`src/rtl/radio_bridge_mc_pkg.sv`:
```
// Shared encodings for the multi-radio bridge: sequencer states, gain field widths
// and the per-channel request decode.
package radio_bridge_mc_pkg;

   typedef enum logic [1:0] {
      StIdle = 2'd0,
      StRx   = 2'd1,
      StTx   = 2'd2,
      StGap  = 2'd3
   } state_e;

   localparam int unsigned GainRfW = 2;
   localparam int unsigned GainBbW = 5;
   localparam int unsigned GainTxW = 6;
   localparam int unsigned GainBW  = 7;

   // Conflicting or absent requests both mean "no mode"; StIdle stands for NONE.
   function automatic state_e decode_req(input logic rx_en, input logic tx_en);
      if (rx_en && !tx_en) begin
         return StRx;
      end else if (tx_en && !rx_en) begin
         return StTx;
      end
      return StIdle;
   endfunction

endpackage

```
`src/rtl/radio_bridge_mc_if.sv`:
```
// Bus bundle between radio controllers / user PHY (master) and the bridge (slave).
// Multi-channel fields are concatenated with channel 0 in the most-significant slot.
interface radio_bridge_mc_if
   import radio_bridge_mc_pkg::*;
#(
   parameter int unsigned NUM_RADIOS = 2,
   parameter int unsigned DAC_WIDTH  = 16,
   parameter int unsigned ADC_WIDTH  = 14,
   parameter int unsigned RSSI_WIDTH = 10
);

   logic [NUM_RADIOS-1:0]            controller_RxEn;
   logic [NUM_RADIOS-1:0]            controller_TxEn;
   logic [NUM_RADIOS*DAC_WIDTH-1:0]  user_DAC_I;
   logic [NUM_RADIOS*DAC_WIDTH-1:0]  user_DAC_Q;
   logic [NUM_RADIOS*DAC_WIDTH-1:0]  radio_DAC_I;
   logic [NUM_RADIOS*DAC_WIDTH-1:0]  radio_DAC_Q;
   logic [NUM_RADIOS*ADC_WIDTH-1:0]  radio_ADC_I;
   logic [NUM_RADIOS*ADC_WIDTH-1:0]  radio_ADC_Q;
   logic [NUM_RADIOS*ADC_WIDTH-1:0]  user_ADC_I;
   logic [NUM_RADIOS*ADC_WIDTH-1:0]  user_ADC_Q;
   logic [NUM_RADIOS-1:0]            user_ADC_valid;
   logic [NUM_RADIOS*GainTxW-1:0]    user_Tx_gain;
   logic [NUM_RADIOS*GainRfW-1:0]    user_RxRF_gain;
   logic [NUM_RADIOS*GainBbW-1:0]    user_RxBB_gain;
   logic [NUM_RADIOS*GainBW-1:0]     radio_B;
   logic [NUM_RADIOS-1:0]            radio_RxEn;
   logic [NUM_RADIOS-1:0]            radio_TxEn;
   logic [NUM_RADIOS-1:0]            user_TxReady;
   logic                             user_RSSI_ADC_clk;
   logic [NUM_RADIOS*RSSI_WIDTH-1:0] radio_RSSI_ADC_D;
   logic [NUM_RADIOS*RSSI_WIDTH-1:0] user_RSSI_avg;
   logic [NUM_RADIOS-1:0]            user_RSSI_valid;

   modport master (
      output controller_RxEn, controller_TxEn, user_DAC_I, user_DAC_Q, radio_ADC_I,
             radio_ADC_Q, user_Tx_gain, user_RxRF_gain, user_RxBB_gain, user_RSSI_ADC_clk,
             radio_RSSI_ADC_D,
      input  radio_DAC_I, radio_DAC_Q, user_ADC_I, user_ADC_Q, user_ADC_valid, radio_B,
             radio_RxEn, radio_TxEn, user_TxReady, user_RSSI_avg, user_RSSI_valid
   );

   modport slave (
      input  controller_RxEn, controller_TxEn, user_DAC_I, user_DAC_Q, radio_ADC_I,
             radio_ADC_Q, user_Tx_gain, user_RxRF_gain, user_RxBB_gain, user_RSSI_ADC_clk,
             radio_RSSI_ADC_D,
      output radio_DAC_I, radio_DAC_Q, user_ADC_I, user_ADC_Q, user_ADC_valid, radio_B,
             radio_RxEn, radio_TxEn, user_TxReady, user_RSSI_avg, user_RSSI_valid
   );

endinterface

```
`src/rtl/radio_bridge_mc_chan.sv`:
```
// One radio channel: Tx/Rx sequencer with turnaround gap, gated I/Q paths,
// gain-bus mux and boxcar RSSI averager. All outputs are registered.
module radio_bridge_mc_chan
   import radio_bridge_mc_pkg::*;
#(
   parameter int unsigned DAC_WIDTH         = 16,
   parameter int unsigned ADC_WIDTH         = 14,
   parameter int unsigned RSSI_WIDTH        = 10,
   parameter int unsigned TURNAROUND_CYCLES = 8,
   parameter int unsigned RSSI_AVG_LOG2     = 2
) (
   input  logic                  clk_i,
   input  logic                  rst_ni,
   input  logic                  rx_en_i,
   input  logic                  tx_en_i,
   input  logic [DAC_WIDTH-1:0]  user_dac_i_i,
   input  logic [DAC_WIDTH-1:0]  user_dac_q_i,
   output logic [DAC_WIDTH-1:0]  radio_dac_i_o,
   output logic [DAC_WIDTH-1:0]  radio_dac_q_o,
   input  logic [ADC_WIDTH-1:0]  radio_adc_i_i,
   input  logic [ADC_WIDTH-1:0]  radio_adc_q_i,
   output logic [ADC_WIDTH-1:0]  user_adc_i_o,
   output logic [ADC_WIDTH-1:0]  user_adc_q_o,
   output logic                  user_adc_valid_o,
   input  logic [GainTxW-1:0]    tx_gain_i,
   input  logic [GainRfW-1:0]    rx_rf_gain_i,
   input  logic [GainBbW-1:0]    rx_bb_gain_i,
   output logic [GainBW-1:0]     radio_b_o,
   output logic                  radio_rx_en_o,
   output logic                  radio_tx_en_o,
   output logic                  tx_ready_o,
   input  logic                  rssi_edge_i,
   input  logic [RSSI_WIDTH-1:0] rssi_d_i,
   output logic [RSSI_WIDTH-1:0] rssi_avg_o,
   output logic                  rssi_valid_o
);

   localparam int unsigned GapW = (TURNAROUND_CYCLES > 1) ? $clog2(TURNAROUND_CYCLES) : 1;
   localparam logic [GapW-1:0] GapLoad = GapW'(TURNAROUND_CYCLES - 1);
   localparam int unsigned AccW = RSSI_WIDTH + RSSI_AVG_LOG2;
   localparam int unsigned CntW = (RSSI_AVG_LOG2 > 0) ? RSSI_AVG_LOG2 : 1;
   localparam logic [CntW-1:0] LastCnt = CntW'((1 << RSSI_AVG_LOG2) - 1);

   state_e                req;
   state_e                state_q;
   logic [GapW-1:0]       gap_cnt_q;
   logic [ADC_WIDTH-1:0]  adc_i_q, adc_q_q;
   logic [DAC_WIDTH-1:0]  dac_i_q, dac_q_q;
   logic [ADC_WIDTH-1:0]  adc_out_i_q, adc_out_q_q;
   logic                  adc_valid_q;
   logic [GainBW-1:0]     gain_q;
   logic                  rx_en_q, tx_en_q;
   logic [AccW-1:0]       acc_q, acc_sum;
   logic [CntW-1:0]       rssi_cnt_q;
   logic [RSSI_WIDTH-1:0] rssi_avg_q;
   logic                  rssi_valid_q;

   assign req = decode_req(rx_en_i, tx_en_i);

   // Sequencer and the datapath registers keyed off the current state.
   always_ff @(posedge clk_i or negedge rst_ni) begin
      if (!rst_ni) begin
         state_q     <= StIdle;
         gap_cnt_q   <= '0;
         adc_i_q     <= '0;
         adc_q_q     <= '0;
         dac_i_q     <= '0;
         dac_q_q     <= '0;
         adc_out_i_q <= '0;
         adc_out_q_q <= '0;
         adc_valid_q <= 1'b0;
         gain_q      <= '0;
         rx_en_q     <= 1'b0;
         tx_en_q     <= 1'b0;
      end else begin
         unique case (state_q)
            StIdle: state_q <= req;
            StRx, StTx: begin
               if (req != state_q) begin
                  state_q   <= StGap;
                  gap_cnt_q <= GapLoad;
               end
            end
            StGap: begin
               // Gap length is fixed once entered; only the final cycle's request matters.
               if (gap_cnt_q == '0) begin
                  state_q <= req;
               end else begin
                  gap_cnt_q <= gap_cnt_q - GapW'(1);
               end
            end
            default: state_q <= StIdle;
         endcase

         rx_en_q     <= (state_q == StRx);
         tx_en_q     <= (state_q == StTx);
         dac_i_q     <= (state_q == StTx) ? user_dac_i_i : '0;
         dac_q_q     <= (state_q == StTx) ? user_dac_q_i : '0;
         adc_i_q     <= radio_adc_i_i;
         adc_q_q     <= radio_adc_q_i;
         adc_out_i_q <= (state_q == StRx) ? adc_i_q : '0;
         adc_out_q_q <= (state_q == StRx) ? adc_q_q : '0;
         adc_valid_q <= (state_q == StRx);
         unique case (state_q)
            StRx:    gain_q <= {rx_rf_gain_i, rx_bb_gain_i};
            StTx:    gain_q <= {1'b0, tx_gain_i};
            default: gain_q <= '0;
         endcase
      end
   end

   assign acc_sum = acc_q + AccW'(rssi_d_i);

   always_ff @(posedge clk_i or negedge rst_ni) begin
      if (!rst_ni) begin
         acc_q        <= '0;
         rssi_cnt_q   <= '0;
         rssi_avg_q   <= '0;
         rssi_valid_q <= 1'b0;
      end else begin
         rssi_valid_q <= 1'b0;
         if (rssi_edge_i) begin
            if (rssi_cnt_q == LastCnt) begin
               // Upper RSSI_WIDTH bits of the full sum are the truncated mean.
               rssi_avg_q   <= acc_sum[AccW-1 -: RSSI_WIDTH];
               rssi_valid_q <= 1'b1;
               acc_q        <= '0;
               rssi_cnt_q   <= '0;
            end else begin
               acc_q      <= acc_sum;
               rssi_cnt_q <= rssi_cnt_q + CntW'(1);
            end
         end
      end
   end

   assign radio_dac_i_o    = dac_i_q;
   assign radio_dac_q_o    = dac_q_q;
   assign user_adc_i_o     = adc_out_i_q;
   assign user_adc_q_o     = adc_out_q_q;
   assign user_adc_valid_o = adc_valid_q;
   assign radio_b_o        = gain_q;
   assign radio_rx_en_o    = rx_en_q;
   assign radio_tx_en_o    = tx_en_q;
   assign tx_ready_o       = tx_en_q;
   assign rssi_avg_o       = rssi_avg_q;
   assign rssi_valid_o     = rssi_valid_q;

endmodule

```
`src/rtl/radio_bridge_mc.sv`:
```
// Multi-radio bridge top: shared RSSI strobe edge detector plus NUM_RADIOS
// independent channels, each wired to its slice of the concatenated buses.
module radio_bridge_mc
   import radio_bridge_mc_pkg::*;
#(
   parameter int unsigned NUM_RADIOS        = 2,
   parameter int unsigned DAC_WIDTH         = 16,
   parameter int unsigned ADC_WIDTH         = 14,
   parameter int unsigned RSSI_WIDTH        = 10,
   parameter int unsigned TURNAROUND_CYCLES = 8,
   parameter int unsigned RSSI_AVG_LOG2     = 2
) (
   input  logic             converter_clock_in,
   input  logic             converter_reset_n,
   radio_bridge_mc_if.slave bus
);

   logic rssi_strobe_q;
   logic rssi_edge;

   logic [NUM_RADIOS*DAC_WIDTH-1:0]  dac_i, dac_q;
   logic [NUM_RADIOS*ADC_WIDTH-1:0]  adc_i, adc_q;
   logic [NUM_RADIOS-1:0]            adc_valid, rx_en, tx_en, tx_ready, rssi_valid;
   logic [NUM_RADIOS*GainBW-1:0]     gain_b;
   logic [NUM_RADIOS*RSSI_WIDTH-1:0] rssi_avg;

   always_ff @(posedge converter_clock_in or negedge converter_reset_n) begin
      if (!converter_reset_n) begin
         rssi_strobe_q <= 1'b0;
      end else begin
         rssi_strobe_q <= bus.user_RSSI_ADC_clk;
      end
   end

   assign rssi_edge = bus.user_RSSI_ADC_clk & ~rssi_strobe_q;

   for (genvar c = 0; c < NUM_RADIOS; c++) begin : g_chan
      // Channel 0 occupies the most-significant field of every bus.
      localparam int unsigned Field = NUM_RADIOS - 1 - c;

      radio_bridge_mc_chan #(
         .DAC_WIDTH         (DAC_WIDTH),
         .ADC_WIDTH         (ADC_WIDTH),
         .RSSI_WIDTH        (RSSI_WIDTH),
         .TURNAROUND_CYCLES (TURNAROUND_CYCLES),
         .RSSI_AVG_LOG2     (RSSI_AVG_LOG2)
      ) u_chan (
         .clk_i            (converter_clock_in),
         .rst_ni           (converter_reset_n),
         .rx_en_i          (bus.controller_RxEn[Field]),
         .tx_en_i          (bus.controller_TxEn[Field]),
         .user_dac_i_i     (bus.user_DAC_I[Field*DAC_WIDTH +: DAC_WIDTH]),
         .user_dac_q_i     (bus.user_DAC_Q[Field*DAC_WIDTH +: DAC_WIDTH]),
         .radio_dac_i_o    (dac_i[Field*DAC_WIDTH +: DAC_WIDTH]),
         .radio_dac_q_o    (dac_q[Field*DAC_WIDTH +: DAC_WIDTH]),
         .radio_adc_i_i    (bus.radio_ADC_I[Field*ADC_WIDTH +: ADC_WIDTH]),
         .radio_adc_q_i    (bus.radio_ADC_Q[Field*ADC_WIDTH +: ADC_WIDTH]),
         .user_adc_i_o     (adc_i[Field*ADC_WIDTH +: ADC_WIDTH]),
         .user_adc_q_o     (adc_q[Field*ADC_WIDTH +: ADC_WIDTH]),
         .user_adc_valid_o (adc_valid[Field]),
         .tx_gain_i        (bus.user_Tx_gain[Field*GainTxW +: GainTxW]),
         .rx_rf_gain_i     (bus.user_RxRF_gain[Field*GainRfW +: GainRfW]),
         .rx_bb_gain_i     (bus.user_RxBB_gain[Field*GainBbW +: GainBbW]),
         .radio_b_o        (gain_b[Field*GainBW +: GainBW]),
         .radio_rx_en_o    (rx_en[Field]),
         .radio_tx_en_o    (tx_en[Field]),
         .tx_ready_o       (tx_ready[Field]),
         .rssi_edge_i      (rssi_edge),
         .rssi_d_i         (bus.radio_RSSI_ADC_D[Field*RSSI_WIDTH +: RSSI_WIDTH]),
         .rssi_avg_o       (rssi_avg[Field*RSSI_WIDTH +: RSSI_WIDTH]),
         .rssi_valid_o     (rssi_valid[Field])
      );
   end

   assign bus.radio_DAC_I     = dac_i;
   assign bus.radio_DAC_Q     = dac_q;
   assign bus.user_ADC_I      = adc_i;
   assign bus.user_ADC_Q      = adc_q;
   assign bus.user_ADC_valid  = adc_valid;
   assign bus.radio_B         = gain_b;
   assign bus.radio_RxEn      = rx_en;
   assign bus.radio_TxEn      = tx_en;
   assign bus.user_TxReady    = tx_ready;
   assign bus.user_RSSI_avg   = rssi_avg;
   assign bus.user_RSSI_valid = rssi_valid;

endmodule

```
`src/flat_wrapper.sv`:
```
// flat-port wrapper written by rule: the top's interface ports become plain ports
module radio_bridge_mc_flat import radio_bridge_mc_pkg::*;
#(
   parameter int unsigned NUM_RADIOS        = 2,
   parameter int unsigned DAC_WIDTH         = 16,
   parameter int unsigned ADC_WIDTH         = 14,
   parameter int unsigned RSSI_WIDTH        = 10,
   parameter int unsigned TURNAROUND_CYCLES = 8,
   parameter int unsigned RSSI_AVG_LOG2     = 2
)
  (converter_clock_in, converter_reset_n, bus_controller_RxEn, bus_controller_TxEn, bus_user_DAC_I, bus_user_DAC_Q, bus_radio_ADC_I, bus_radio_ADC_Q, bus_user_Tx_gain, bus_user_RxRF_gain, bus_user_RxBB_gain, bus_user_RSSI_ADC_clk, bus_radio_RSSI_ADC_D, bus_radio_DAC_I, bus_radio_DAC_Q, bus_user_ADC_I, bus_user_ADC_Q, bus_user_ADC_valid, bus_radio_B, bus_radio_RxEn, bus_radio_TxEn, bus_user_TxReady, bus_user_RSSI_avg, bus_user_RSSI_valid);
  radio_bridge_mc_if #(.NUM_RADIOS(NUM_RADIOS), .DAC_WIDTH(DAC_WIDTH), .ADC_WIDTH(ADC_WIDTH), .RSSI_WIDTH(RSSI_WIDTH)) bus_i ();
  input  logic converter_clock_in;
  input  logic converter_reset_n;
  input wire logic [$bits(bus_i.controller_RxEn)-1:0] bus_controller_RxEn;
  input wire logic [$bits(bus_i.controller_TxEn)-1:0] bus_controller_TxEn;
  input wire logic [$bits(bus_i.user_DAC_I)-1:0] bus_user_DAC_I;
  input wire logic [$bits(bus_i.user_DAC_Q)-1:0] bus_user_DAC_Q;
  input wire logic [$bits(bus_i.radio_ADC_I)-1:0] bus_radio_ADC_I;
  input wire logic [$bits(bus_i.radio_ADC_Q)-1:0] bus_radio_ADC_Q;
  input wire logic [$bits(bus_i.user_Tx_gain)-1:0] bus_user_Tx_gain;
  input wire logic [$bits(bus_i.user_RxRF_gain)-1:0] bus_user_RxRF_gain;
  input wire logic [$bits(bus_i.user_RxBB_gain)-1:0] bus_user_RxBB_gain;
  input wire logic [$bits(bus_i.user_RSSI_ADC_clk)-1:0] bus_user_RSSI_ADC_clk;
  input wire logic [$bits(bus_i.radio_RSSI_ADC_D)-1:0] bus_radio_RSSI_ADC_D;
  output wire logic [$bits(bus_i.radio_DAC_I)-1:0] bus_radio_DAC_I;
  output wire logic [$bits(bus_i.radio_DAC_Q)-1:0] bus_radio_DAC_Q;
  output wire logic [$bits(bus_i.user_ADC_I)-1:0] bus_user_ADC_I;
  output wire logic [$bits(bus_i.user_ADC_Q)-1:0] bus_user_ADC_Q;
  output wire logic [$bits(bus_i.user_ADC_valid)-1:0] bus_user_ADC_valid;
  output wire logic [$bits(bus_i.radio_B)-1:0] bus_radio_B;
  output wire logic [$bits(bus_i.radio_RxEn)-1:0] bus_radio_RxEn;
  output wire logic [$bits(bus_i.radio_TxEn)-1:0] bus_radio_TxEn;
  output wire logic [$bits(bus_i.user_TxReady)-1:0] bus_user_TxReady;
  output wire logic [$bits(bus_i.user_RSSI_avg)-1:0] bus_user_RSSI_avg;
  output wire logic [$bits(bus_i.user_RSSI_valid)-1:0] bus_user_RSSI_valid;
  assign bus_i.controller_RxEn = bus_controller_RxEn;
  assign bus_i.controller_TxEn = bus_controller_TxEn;
  assign bus_i.user_DAC_I = bus_user_DAC_I;
  assign bus_i.user_DAC_Q = bus_user_DAC_Q;
  assign bus_i.radio_ADC_I = bus_radio_ADC_I;
  assign bus_i.radio_ADC_Q = bus_radio_ADC_Q;
  assign bus_i.user_Tx_gain = bus_user_Tx_gain;
  assign bus_i.user_RxRF_gain = bus_user_RxRF_gain;
  assign bus_i.user_RxBB_gain = bus_user_RxBB_gain;
  assign bus_i.user_RSSI_ADC_clk = bus_user_RSSI_ADC_clk;
  assign bus_i.radio_RSSI_ADC_D = bus_radio_RSSI_ADC_D;
  assign bus_radio_DAC_I = bus_i.radio_DAC_I;
  assign bus_radio_DAC_Q = bus_i.radio_DAC_Q;
  assign bus_user_ADC_I = bus_i.user_ADC_I;
  assign bus_user_ADC_Q = bus_i.user_ADC_Q;
  assign bus_user_ADC_valid = bus_i.user_ADC_valid;
  assign bus_radio_B = bus_i.radio_B;
  assign bus_radio_RxEn = bus_i.radio_RxEn;
  assign bus_radio_TxEn = bus_i.radio_TxEn;
  assign bus_user_TxReady = bus_i.user_TxReady;
  assign bus_user_RSSI_avg = bus_i.user_RSSI_avg;
  assign bus_user_RSSI_valid = bus_i.user_RSSI_valid;
  radio_bridge_mc #(.NUM_RADIOS(NUM_RADIOS), .DAC_WIDTH(DAC_WIDTH), .ADC_WIDTH(ADC_WIDTH), .RSSI_WIDTH(RSSI_WIDTH), .TURNAROUND_CYCLES(TURNAROUND_CYCLES), .RSSI_AVG_LOG2(RSSI_AVG_LOG2)) u_core (.converter_clock_in(converter_clock_in), .converter_reset_n(converter_reset_n), .bus(bus_i));
endmodule
```
`config.mk`:
```
export PLATFORM = sky130hd
export DESIGN_NAME = radio_bridge_mc_flat
export DESIGN_NICKNAME = d
export VERILOG_FILES = /design/src/rtl/radio_bridge_mc_pkg.sv /design/src/rtl/radio_bridge_mc_if.sv /design/src/rtl/radio_bridge_mc_chan.sv /design/src/rtl/radio_bridge_mc.sv /design/src/flat_wrapper.sv
export SDC_FILE = /design/constraint.sdc
export NUM_CORES = 1
export LEC_CHECK = 0
export CAP_MARGIN = 20
export CORE_AREA = 2 2 132 134
export DETAILED_ROUTE_END_ITERATION = 10
export DIE_AREA = 0 0 134 136
export DONT_BUFFER_PORTS = 1
export PLACE_DENSITY = 0.81
export SLEW_MARGIN = 20
export SYNTH_ARGS = -nofsm -noshare
export SYNTH_HDL_FRONTEND = slang
export SYNTH_SLANG_ARGS = --single-unit
export TNS_END_PERCENT = 50
```
`constraint.sdc`:
```
create_clock -name converter_clock_in -period 2.2 [get_ports converter_clock_in]
set_input_delay 0.22 -clock converter_clock_in [delete_from_list [all_inputs] [get_ports converter_clock_in]]
set_output_delay 0.22 -clock converter_clock_in [all_outputs]
set_load 0.1 [all_outputs]
```
==> results by stage <==
Synth:
- During synthesis, Yosys emitted a total of 0 warnings.
- The sequential-to-total area share from yosys stat is 0.669.
- The number of enable flip-flop cells after synthesis is 0.
- The simple-gate area share of the yosys netlist is 0.146.
- Synthesis produced a netlist with a net count of 938.
- The number of standard cells after synthesis is between 700 and 800.
- The area share of the largest cell type after synthesis is 0.669.
- Ranked by total cell area, the synthesized netlist is headed by sky130_fd_sc_hd__dfrtp_1 67%, sky130_fd_sc_hd__and2_1 8.0%, sky130_fd_sc_hd__ha_1 4.2%, sky130_fd_sc_hd__nand2_1 2.2%, sky130_fd_sc_hd__a22oi_1 1.3%.
- The compound-gate portion of the synthesized area is 0.0837.
- In this run the mean area of a mapped cell was between 10 and 15 um^2.
- After synthesis, the share of flip-flops with an asynchronous set or reset is 1.00.
- The cell taking the most area after synthesis is sky130_fd_sc_hd__dfrtp_1.
- The number of distinct standard cells referenced by the synthesized netlist is 60.
- The multiplexer share of the synthesized area is 0.0126.
- In this run the cell area of the synthesized design comes to 9530 um^2.
- For this run, the leading register cell type out of synthesis is sky130_fd_sc_hd__dfrtp_1.
- Of the total synthesized cell area, the portion taken by XOR and XNOR cells is 0.0156.
- After synthesis, the largest family of logic cells by area is simple AND/OR/NAND/NOR gates.
- Synthesis inferred 255 register bits.
- Of the total synthesized cell area, the portion taken by full adders, half adders and majority gates is 0.0462.

Timing:
- Between clock sinks in the finished design, the worst skew comes to about 0.013 ns.
- The final count of pins violating max slew came to 0.
- Setup violations remaining at the end of the flow were counted as 0.
- The pin slew with the least headroom to its limit is a little under 1 ns.
- The worst path setup slack after routing is roughly 0.080 ns.
- The portion of the clock cycle consumed by the worst path in the final layout is 0.963.
- After layout, the minimum clock period comes to 2.12 ns.
- The count of endpoints failing hold in the final timing report is 255.
- In this run the tightest slew margin relative to its limit is 0.353.
- Across all hold checks on the routed design, the worst slack comes to -0.602 ns.
- Derived from the worst setup path, the maximum achievable clock frequency is 472 MHz.

Placement:
- The routability-driven placement congestion ratio is between 0.8 and 0.9.
- The count of input and output buffers is 0.
- The HPWL after detailed placement is 14900 um.
- At the placement stage, the worst setup path has a slack of 0.0773 ns.

CTS:
- Clock-pin slew was measured on the worst setup and hold paths at roughly 0.07 ns.
- The clock net sink count is about 260.
- In this run the number of H-tree levels came out at 1.
- Clock tree synthesis inserted a total of 24 buffers.
- The cts-stage hold buffer count is 154.
- No sink is reached through more buffers than the 3 on the longest clock path.
- The worst-skew pair later-pin latency is 0.52 ns.
- The root buffer cell chosen for the clock tree is sky130_fd_sc_hd__clkbuf_16.
- The TritonCTS clock tree is yes.

Run status:
- The run finished, with violations left.
- The final reports fail on negative hold slack.

Global route:
- The via count of the first global-routing pass is 7114.
- The pin count of the biggest net entering global routing is 256.
- The final global-route overflow total is 0.
- The initial antenna violation count came to 0.
- The first-pass GRT wire length is 40400 um.
- For this run, the total global-route usage over all layers was measured as 0.289.

Setup path:
- At the worst endpoint, the arrival time is 2.51 ns.
- The worst setup path startpoint is u_core.g_chan[1].u_chan.acc_q[0].
- The end of the worst register-to-register path is u_core.g_chan[1].u_chan.rssi_avg_o[6].
- The worst register-to-register path begins at u_core.g_chan[1].u_chan.acc_q[0].
- The path type of the worst setup path is reg2reg.
- The type of element capturing the critical path is a register.
- The number of cell instances on the worst register-to-register path is 7.
- Data on the critical path is required at its endpoint by 2.59 ns.
- The kind of launch point of the worst setup path is a register.
- Of all nets on the critical path, the largest fanout is 3.
- The setup check on the worst reg-to-reg path leaves a slack of 0.08 ns.

Floorplanning:
- The die footprint is 18200 um^2.
- The core area is 16900 um^2.
- For this design the top-level I/O count stands at 337.
- The initialized floorplan defines 48 standard-cell rows.
- In this run the horizontal extent of the chip is 134 um.
- For this configuration, the core starts out at a cell density of 0.565.
- From bottom edge to top edge, the die measures 136 um.

Routing:
- In the routed layout, each cell is associated on average with a via count of 5.53.
- In this run, the number of DRC markers left after iteration 0 of detailed routing was 429.
- For this run, the detailed router's first-pass iteration total came to 5.
- The average routed wire per standard cell is 22.1 um.
- The remaining antenna violation count after routing is 0.
- The total vias in the final route is ~6.6k.
- In the routed design, unresolved DRC markers number 0.
- Summed over all layers, the routed wires come to 26400 um.

Job:
- Across the run, the number of max-cap violations was 0.

Finish:
- The number of diodes is 0.
- In the final layout, the share of cells above drive strength 1 is 0.156.
- The final core utilization is 0.752.
- The leading cell type in the layout, fill and taps excluded is sky130_fd_sc_hd__dfrtp_1.
- The post-synthesis to final-layout area growth is 33.1%.
- At the end of the flow, the number of nets in the layout was 1160.
- In the layout the commonest cells are 251 x sky130_fd_sc_hd__dfrtp_1, 154 x sky130_fd_sc_hd__dlygate4sd3_1, 122 x sky130_fd_sc_hd__and2_1.
- The number of inserted filler cells in the final layout is approximately 950.

Min path:
- The worst min-delay path category is in2async.
-- metal layers --
metal | GRT usage | wire length (um) | vias up
met4 | 0.0910 | 776 | 0
met1 | 0.349 | 9620 | 3348
li1 | - | - | 2880
met2 | 0.517 | 14100 | 328
met5 | 0 | 0 | -
met3 | 0.0660 | 1920 | 62
-- cells in the mapped netlist, types with 3 or more instances --
cell                       instances
sky130_fd_sc_hd__a21oi_2           4
sky130_fd_sc_hd__ha_1             32
sky130_fd_sc_hd__buf_2             4
sky130_fd_sc_hd__dfrtp_1         255
sky130_fd_sc_hd__nand2_1          56
sky130_fd_sc_hd__nand2b_1          8
sky130_fd_sc_hd__o21ai_1           4
sky130_fd_sc_hd__mux2i_1           3
sky130_fd_sc_hd__inv_1            16
sky130_fd_sc_hd__nand4_1           5
sky130_fd_sc_hd__nand3_1           5
sky130_fd_sc_hd__nor2_1           22
sky130_fd_sc_hd__o31ai_1           8
sky130_fd_sc_hd__clkbuf_1         25
sky130_fd_sc_hd__nor3_1           11
sky130_fd_sc_hd__buf_4            10
sky130_fd_sc_hd__a31oi_1           6
sky130_fd_sc_hd__a22oi_1          16
sky130_fd_sc_hd__o21a_1            4
sky130_fd_sc_hd__xnor2_1           8
sky130_fd_sc_hd__a21o_1            4
sky130_fd_sc_hd__xor2_1            9
sky130_fd_sc_hd__o21ai_0          15
sky130_fd_sc_hd__a21oi_1          17
sky130_fd_sc_hd__and2_1          122
sky130_fd_sc_hd__nor2b_1           3
sky130_fd_sc_hd__mux2_2            7
sky130_fd_sc_hd__a22o_1            9
-- worst max-delay path, stage by stage (launching register included) --
cell,delay (ns)
sky130_fd_sc_hd__dfrtp_1,0.38
sky130_fd_sc_hd__ha_1,0.21
sky130_fd_sc_hd__fa_1,0.44
sky130_fd_sc_hd__a21oi_1,0.22
sky130_fd_sc_hd__o21ai_1,0.17
sky130_fd_sc_hd__a41oi_2,0.27
sky130_fd_sc_hd__xor2_1,0.21
sky130_fd_sc_hd__o21ai_0,0.11
-- kinds of logic (layout without fill, tap and decap cells) --
logic type      after synthesis  in the layout
flops                       255            255
simple gates                252            252
compound gates              106            106
buf+inv                      56            296
fa+ha+maj                    34             34
xor+xnor                     17             17
mux                          11             11
-- through the flow --
stage,area [um^2],TNS [ns],instances
finish,12700,0,1196
global placement,10300,0,998
floorplan,9530,0,731
CTS,12700,0,1196
detailed placement,10300,0,998
global route,12700,-0.0714,1196
-- registers in the layout (all words and copies together) (netlist names), 2 cells and up --
name                                count
u_core.g_chan.u_chan.adc_q_q           28
u_core.g_chan.u_chan.state_q            4
u_core.g_chan.u_chan.radio_dac_i_o     32
u_core.g_chan.u_chan.radio_tx_en_o      2
u_core.g_chan.u_chan.radio_dac_q_o     32
u_core.g_chan.u_chan.radio_b_o         14
u_core.g_chan.u_chan.rssi_avg_o        20
u_core.g_chan.u_chan.user_adc_i_o      28
u_core.g_chan.u_chan.rssi_cnt_q         4
u_core.g_chan.u_chan.radio_rx_en_o      2
u_core.g_chan.u_chan.gap_cnt_q          6
u_core.g_chan.u_chan.acc_q             24
u_core.g_chan.u_chan.rssi_valid_o       2
u_core.g_chan.u_chan.user_adc_q_o      28
u_core.g_chan.u_chan.adc_i_q           28
-- worst max path at each step --
stage	to	slack, ns	cells after the start
floorplan	u_core.g_chan[0].u_chan.acc_q[10]	0.27	7
global placement	u_core.g_chan[0].u_chan.acc_q[10]	0.14	7
detailed placement	u_core.g_chan[0].u_chan.acc_q[10]	0.08	7
CTS	u_core.g_chan[0].u_chan.acc_q[10]	0.06	7
global route	u_core.g_chan[1].u_chan.rssi_avg_o[4]	-0.03	7
finish	u_core.g_chan[1].u_chan.rssi_avg_o[6]	0.08	7
-- layout make-up --
class	count	area, um^2	share of cell area
Tap cell	225	282	0.0222
Inverter	17	63.8	0.00503
Sequential cell	255	6390	0.503
Timing Repair Buffer	235	2190	0.172
Clock buffer	31	667	0.0526
Clock inverter	13	188	0.0148
Multi-Input combinational cell	420	2910	0.230
-- timing repair --
item                                    4_1_cts  5_1_grt
endpoints found under the hold margin       395      255
resized for setup                             0        2
endpoints found under the setup margin        0        6
setup buffers                                 0        0
Power is not shown: default switching activity piles up to over one toggle a cycle in this logic, so the estimate is an artifact.
